### src/rtl/if_prefetch.sv
// -----------------------------------------------------------------------------
// if_prefetch -- instruction fetch unit with a small prefetch queue.
//
// Fetches sequential 32-bit words from an instruction ROM whose data is
// available combinationally in the same cycle as the address. Each fetched
// {pc, inst} pair is pushed into a DEPTH-entry circular queue that decode
// drains through a valid/ready handshake. A redirect from the core flushes
// the queue and restarts fetching at the word-aligned target.
//
// Parameters
//   DEPTH     number of queue entries (power of two, 2..16)
//   RESET_PC  first fetch address after reset
//
// Ports
//   clk            sole clock, rising edge
//   rst            asynchronous reset, active low
//   rom_ce_o       ROM chip enable; high when a word is pushed this cycle
//   rom_addr_o     ROM byte address (always the current fetch PC)
//   rom_data_i     ROM word for rom_addr_o, same cycle
//   redirect_i     flush the queue and reload the fetch PC
//   redirect_pc_i  redirect target (low two bits ignored)
//   if_valid_o     head entry valid toward decode
//   if_ready_i     decode accepts the head entry
//   if_pc_o        PC of the head entry (0 when empty)
//   if_inst_o      instruction of the head entry (0 when empty)
//   count_o        current queue occupancy
// -----------------------------------------------------------------------------
module if_prefetch #(
   parameter int unsigned DEPTH    = 4,
   parameter logic [31:0] RESET_PC = 32'h0000_0000
) (
   input  logic                     clk,
   input  logic                     rst,
   output logic                     rom_ce_o,
   output logic [31:0]              rom_addr_o,
   input  logic [31:0]              rom_data_i,
   input  logic                     redirect_i,
   input  logic [31:0]              redirect_pc_i,
   output logic                     if_valid_o,
   input  logic                     if_ready_i,
   output logic [31:0]              if_pc_o,
   output logic [31:0]              if_inst_o,
   output logic [$clog2(DEPTH):0]   count_o
);

   localparam int unsigned PW = $clog2(DEPTH);

   localparam logic [PW:0]   FULL_CNT = (PW+1)'(DEPTH);
   localparam logic [PW:0]   CNT_ONE  = (PW+1)'(1);
   localparam logic [PW-1:0] PTR_ONE  = PW'(1);

   logic [31:0]   fetch_pc_q, fetch_pc_d;
   logic [PW-1:0] rd_ptr_q,   rd_ptr_d;
   logic [PW-1:0] wr_ptr_q,   wr_ptr_d;
   logic [PW:0]   count_q,    count_d;

   logic [31:0]   mem_pc   [DEPTH];
   logic [31:0]   mem_inst [DEPTH];

   logic push;
   logic pop;

   // The two low bits of the redirect target are dropped by design; this
   // keeps them visibly consumed.
   logic [1:0] unused_redirect_lsb;
   assign unused_redirect_lsb = redirect_pc_i[1:0];

   // A redirect cancels both push and pop in its cycle. Fullness is judged on
   // the registered count, so a pop while full never frees a slot for a push
   // in that same cycle.
   assign push = rst && !redirect_i && (count_q != FULL_CNT);
   assign pop  = !redirect_i && (count_q != '0) && if_ready_i;

   assign rom_ce_o   = push;
   assign rom_addr_o = fetch_pc_q;
   assign if_valid_o = (count_q != '0);
   assign count_o    = count_q;

   always_comb begin
      if_pc_o   = '0;
      if_inst_o = '0;
      if (count_q != '0) begin
         if_pc_o   = mem_pc[rd_ptr_q];
         if_inst_o = mem_inst[rd_ptr_q];
      end
   end

   always_comb begin
      fetch_pc_d = fetch_pc_q;
      rd_ptr_d   = rd_ptr_q;
      wr_ptr_d   = wr_ptr_q;
      count_d    = count_q;

      if (redirect_i) begin
         fetch_pc_d = {redirect_pc_i[31:2], 2'b00};
         rd_ptr_d   = '0;
         wr_ptr_d   = '0;
         count_d    = '0;
      end else begin
         // Pointers are exactly PW bits wide, so they wrap modulo DEPTH for
         // free; fetch_pc wraps modulo 2^32 the same way.
         if (push) begin
            wr_ptr_d   = wr_ptr_q + PTR_ONE;
            fetch_pc_d = fetch_pc_q + 32'd4;
         end
         if (pop) begin
            rd_ptr_d = rd_ptr_q + PTR_ONE;
         end
         unique case ({push, pop})
            2'b10:   count_d = count_q + CNT_ONE;
            2'b01:   count_d = count_q - CNT_ONE;
            default: count_d = count_q;
         endcase
      end
   end

   // NOTE: sequential state uses non-blocking assignments so every register
   // samples the pre-edge values computed above.
   always_ff @(posedge clk or negedge rst) begin
      if (!rst) begin
         fetch_pc_q <= RESET_PC;
         rd_ptr_q   <= '0;
         wr_ptr_q   <= '0;
         count_q    <= '0;
      end else begin
         fetch_pc_q <= fetch_pc_d;
         rd_ptr_q   <= rd_ptr_d;
         wr_ptr_q   <= wr_ptr_d;
         count_q    <= count_d;
      end
   end

   // NOTE: queue storage has no reset; an entry is only ever read after it
   // has been written, because the outputs are forced to 0 while count is 0.
   always_ff @(posedge clk) begin
      if (push) begin
         mem_pc[wr_ptr_q]   <= fetch_pc_q;
         mem_inst[wr_ptr_q] <= rom_data_i;
      end
   end

endmodule

### config.mk
export PLATFORM = sky130hd
export DESIGN_NAME = if_prefetch
export DESIGN_NICKNAME = d
export VERILOG_FILES = /design/src/rtl/if_prefetch.sv
export SDC_FILE = /design/constraint.sdc
export NUM_CORES = 1
export LEC_CHECK = 0
export ABC_AREA = 1
export BUFFER_PORTS_ARGS = -buffer_cell sky130_fd_sc_hd__buf_2
export CAP_MARGIN = 20
export CORE_MARGIN = 4
export CORE_UTILIZATION = 40
export CTS_CLUSTER_DIAMETER = 40
export DETAILED_ROUTE_END_ITERATION = 16
export PLACE_DENSITY_LB_ADDON = 0.15
export SLEW_MARGIN = 20
export SYNTH_ARGS = -nofsm -noshare
export SYNTH_HDL_FRONTEND = slang
export SYNTH_SLANG_ARGS = --single-unit
### constraint.sdc
create_clock -name clk -period 7.8 [get_ports clk]
set_clock_uncertainty 0.2 [all_clocks]
set_input_delay 1.17 -clock clk [delete_from_list [all_inputs] [get_ports clk]]
set_output_delay 1.17 -clock clk [all_outputs]
set_load 0.005 [all_outputs]
==> After elaboration in Yosys (flattened, before gate mapping) <==
Memories as Yosys holds them, arrays and structs flattened.
Cells that the tools add are included.
{ "classes": {"mux": 12, "add_sub_neg": 5, "n_eq_ne": 3, "n_reduce_logical": 9} }
{ "ops": {"columns": ["operator", "n"], "rows": [
  ["32-bit two-way mux", 4],
  ["32-bit by 3-bit adder with 32-bit output (second input constant)", 1],
  ["2-bit two-way mux", 4],
  ["3-bit one-hot mux with 2 select lines", 1],
  ["3-bit nonzero test", 2],
  ["2-bit by 1-bit adder with 2-bit output (second input constant)", 2],
  ["1-bit logical AND", 4],
  ["2-bit nonzero test", 2],
  ["3-bit by 1-bit adder with 3-bit output (second input constant)", 1],
  ["3-bit two-way mux", 1],
  ["3-bit inequality test (second input constant)", 1],
  ["3-bit by 1-bit subtractor with 3-bit output (second input constant)", 1],
  ["2-bit by 1-bit == test with 1-bit output (second input constant)", 1],
  ["2-bit == test (second input constant)", 1],
  ["1-bit two-way mux", 2],
  ["1-bit logical NOT", 1]
]} }
{ "word_totals": {"in_bits": 68, "out_inout_bits": 101, "ramBits": 256, "memories": 2, "reg_bits": 39} }
{ "memory_table": {"columns": ["name", "depth", "word_bits", "rd", "rd_ports_with_merged_regs", "write_ports", "line_no", "rtl"], "rows": [
  ["mem_inst", 4, 32, 1, 0, 1, "58", "logic [31:0] mem_inst [DEPTH];"],
  ["mem_pc", 4, 32, 1, 0, 1, "57", "logic [31:0] mem_pc [DEPTH];"]
]} }

==> Longest topological paths before layout <==
{ "depth": {"ltp_word": 6, "mapped_depth": 11} }

==> Worst setup path before layout <==
Ideal clock, no wire load.
{ "synth_path": {"kind": "input to register", "start": "in redirect_i", "end": "mem mem_inst[0][0] (enable)", "required_ns": 7.118, "t_arrival_ns": 4.345, "setup_ns": 0.482, "n_path_buf": 2, "path_stages": 5, "slack_ns": 2.773, "path_cell_list": "buf_2 > nor2_2 > nand2_4 > clkbuf_1 > nor2_1"} }
{ "synth_between": {"elab_chain_len": 5} }
{ "synth_rtl": {"columns": ["element", "line_no", "rtl"], "rows": [
  ["from (decl)", "37", "input logic redirect_i,"],
  ["1-bit logical NOT", "71", "assign push = rst && !redirect_i && (count_q != FULL_CNT);"],
  ["1-bit logical AND (2 in series)", "71", null],
  ["1-bit two-way mux", "136", "if (push) begin"],
  ["1-bit two-way mux (not written as such)", "138", "mem_inst[wr_ptr_q] <= rom_data_i;"],
  ["to (decl)", "58", null]
]} }
No other way between the ends.

==> Worst setup path in the final report <==
{ "layout_path": {"start": "reg rd_ptr_q[1]", "end": "out if_pc_o[14]"} }
{ "layout_between": {"elab_chain_len": 2} }
{ "layout_rtl": {"columns": ["element", "line_no", "rtl"], "rows": [
  ["from (decl)", "53", "logic [PW-1:0] rd_ptr_q, rd_ptr_d;"],
  ["from (signal assigned)", "127", "rd_ptr_q <= rd_ptr_d;"],
  ["memory 4 x 32 bit", null, null],
  ["32-bit two-way mux", "82", "if (count_q != '0) begin"],
  ["to (decl)", "41", "output logic [31:0] if_pc_o,"]
]} }
No other way between the ends.

==> flow_summary.ini <==
[sta]
setup-violations-final = 0
finalMaxSlewViolations = 0
period_needed_ns = 4.85
tightestPinTransition_ns = 0.974
rsz0062_at_grt = false
layout_setup_ws_ns = 2.95
slew_headroom_pct = 35.0
layout_worst_path_cycle_share_pct = 62.2
max_clock_freq_ghz = 0.206
fin_setup_tns_ns = 0
report.final.hold_viol_count = 0

[route]
routed_wl_um = 31100
route.detailed.drc = 0
ant_nets = 0
route.detailed.vias_per_inst = 4.98
drt_pass1_iterations = 5
routedWlPerCell_um = 17.6
num_vias = 8782
detail_route.iter0.violations = 579

[global_routing]
grt_antenna_before_repair = 0
pin_count_of_the_biggest_net_entering_global_routing = 82
grtUsageTotal_pct = 18.3
global_route_wire_length_before_repair_um = 48900
first_global_vias = 8828
grt_remaining_overflow = 0

[synthesis]
ys_seq_area_share_pct = 67.6
post_synth_num_cell_types = 34
syn_area_um2 = 12400
synth_edf_count = 248
synthesis.instances = 1174
yosys_most_used_dff = sky130_fd_sc_hd__edfxtp_1
synth.yosys.warnings = 0
postSynthRegisterBits = 285
synth-async-reset-ratio_pct = 13.0
synth.avg_cell_area_um2 = 10.6
yosysTopAreaCell = sky130_fd_sc_hd__edfxtp_1
synth.top_cells.by_area = sky130_fd_sc_hd__edfxtp_1, sky130_fd_sc_hd__nor2_1, sky130_fd_sc_hd__dfrtp_1
post-synth-top-area-fraction_pct = 60.1

[die]
die_area_um2 = 33900
std_cell_rows = 64
starting_density_pct = 40.5
die_height_um = 184
die_x_um = 184
floorplan.io_pins = 169
core_um2 = 30600

[clocking]
tritoncts.num_buffers = 42
clock_tree.buffer_depth = 3
worst_skew_pair.late_latency_ns = 0.52
cts_resized = 0
clk_transition_reported_paths_ns = 0.05
clock_tree.root_cell = sky130_fd_sc_hd__clkbuf_16
hold_buffer_count_at_cts = 0
cts_max_level = 2
tritoncts = built
clkSinkCount = 285
postCtsSetupRepairBufs = 0

[placement]
place_congestion = 0.837
io_buffers = 162
dp_hpwl_um = 17900
pre_cts_slack_ns = 3.31

[min_path]
min_path_type = reg2reg

[flow_run]
max_cap_viol_count = 0

[setup_path]
timing.critical_path.to_type = output port
crit_required_ns = 6.43
worstPathArrival_ns = 3.48
path_max_fanout = 63
criticalPathCategory = reg2out
startpoint_type = flip-flop

[power]
report.power.total_mw = 3.92
p_leak_nw = 5.87
pwr_density_cell_nw_per_um2 = 263
vdd_drop_max_mv = 0.150

[final_layout]
final_net_count = 1409
area_delta_synth_final_pct = 20.2
ff_latch_area_um2 = 8380
number_of_antenna_cells_inserted = 0
multi_input_comb_area_um2 = 3520
drive_gt1_share_pct = 20.3
layout_filler_cell_count = 2831

[run_status]
run_status = finished, final reports clean
[cell families after synthesis]
| group | share of synthesized area (%) |
|---|---|
| simple gates | 17.2 |
| flops | 67.6 |
| compound gates | 9.22 |
| buf+inv | 4.33 |
| xor+xnor | 0.990 |
| fa+ha+maj | 0.667 |
| other cells | 0.0303 |
[per-stage QoR]
stage | instances | utilization [%] | hold slack (ns) | cell area, um^2
2_1_floorplan | 1177 | - | 0.339 | 12400
3_3_place_gp | 1685 | 44.2 | 0.405 | 13500
3_5_place_dp | 1685 | 44.2 | 0.420 | 13500
4_1_cts | 1760 | 48.5 | 0.425 | 14800
5_1_grt | 1762 | 48.7 | 0.459 | 14900
6_report | 1762 | 48.7 | 0.429 | 14900
[routing by layer]
layer  up-vias  share of wire, %  GRT usage, %
met1      4185                46          25.0
met4         0               1.9          5.03
met5         -                 0             0
met3        48               5.3          3.30
li1       4298                 -             -
met2       251                47          30.4
[path summary, 6_finish.rpt]
kind | start | endpoint | slack, ns | cells past startpoint
max in group asynchronous | rst | rd_ptr_q[0] | 6.47 | 2
max | rd_ptr_q[1] | if_pc_o[14] | 2.95 | 7
max reg2reg | rd_ptr_q[1] | rd_ptr_q[1] | 4.89 | 5
min | rom_addr_o[31] | mem_pc[0][31] | 0.43 | 0
min in group asynchronous | rst | rom_addr_o[28] | 0.50 | 2
min reg2reg | rom_addr_o[31] | mem_pc[0][31] | 0.43 | 0
[cell usage after synthesis, types with 8 or more instances]
library cell and count:
sky130_fd_sc_hd__nand3_1 26, sky130_fd_sc_hd__nor2_1 290, sky130_fd_sc_hd__clkbuf_1 25, sky130_fd_sc_hd__o21ai_0 139
sky130_fd_sc_hd__xor2_1 12, sky130_fd_sc_hd__buf_4 12, sky130_fd_sc_hd__a21oi_1 66, sky130_fd_sc_hd__buf_2 17
sky130_fd_sc_hd__nor2_2 8, sky130_fd_sc_hd__inv_1 56, sky130_fd_sc_hd__nand2_1 181, sky130_fd_sc_hd__dfrtp_1 37
sky130_fd_sc_hd__edfxtp_1 248
[cell usage in the layout (no fill, tap or decap), types with 4 or more instances in the layout]
master	count
sky130_fd_sc_hd__nor2_1	286
sky130_fd_sc_hd__buf_2	162
sky130_fd_sc_hd__nor2_4	11
sky130_fd_sc_hd__nand2_2	7
sky130_fd_sc_hd__o21ai_0	139
sky130_fd_sc_hd__inv_2	4
sky130_fd_sc_hd__nor2_2	8
sky130_fd_sc_hd__clkbuf_1	6
sky130_fd_sc_hd__dfrtp_1	35
sky130_fd_sc_hd__buf_4	10
sky130_fd_sc_hd__clkbuf_16	42
sky130_fd_sc_hd__a21oi_1	66
sky130_fd_sc_hd__xor2_1	12
sky130_fd_sc_hd__inv_1	56
sky130_fd_sc_hd__inv_6	6
sky130_fd_sc_hd__clkinv_2	8
sky130_fd_sc_hd__conb_1	4
sky130_fd_sc_hd__nand2_1	181
sky130_fd_sc_hd__clkinv_1	6
sky130_fd_sc_hd__ha_1	5
sky130_fd_sc_hd__edfxtp_1	248
sky130_fd_sc_hd__o211ai_1	7
sky130_fd_sc_hd__nand3_1	26
[sequential cells by signal, summed over array words and instances, names as in the netlist]
signal,flops
mem_pc,120
mem_inst,128
count_o,3
wr_ptr_q,2
rom_addr_o,30
rd_ptr_q,2
[critical path, stage by stage (launching register included)]
cell and delay, ns:
sky130_fd_sc_hd__dfrtp_2 0.33, sky130_fd_sc_hd__buf_4 0.65, sky130_fd_sc_hd__clkinv_2 0.73, sky130_fd_sc_hd__buf_4 0.51, sky130_fd_sc_hd__nor2_1 0.14, sky130_fd_sc_hd__o21ai_0 0.08
sky130_fd_sc_hd__a21oi_1 0.27, sky130_fd_sc_hd__buf_2 0.18
[area by class of cell]
class,count,share of cell area [%]
Multi-Input combinational cell,770,23.7
Tap cell,396,3.33
Inverter,62,1.58
Clock buffer,49,7.30
Clock inverter,26,1.64
Timing Repair Buffer,174,6.22
Sequential cell,285,56.3
[power breakdown]
part	switching, mW	internal [mW]	total [mW]
combinational	0.212	0.112	0.324
sequential	0.0779	1.74	1.82
clock	0.669	1.10	1.77
Power figures use the tool's default switching activity.
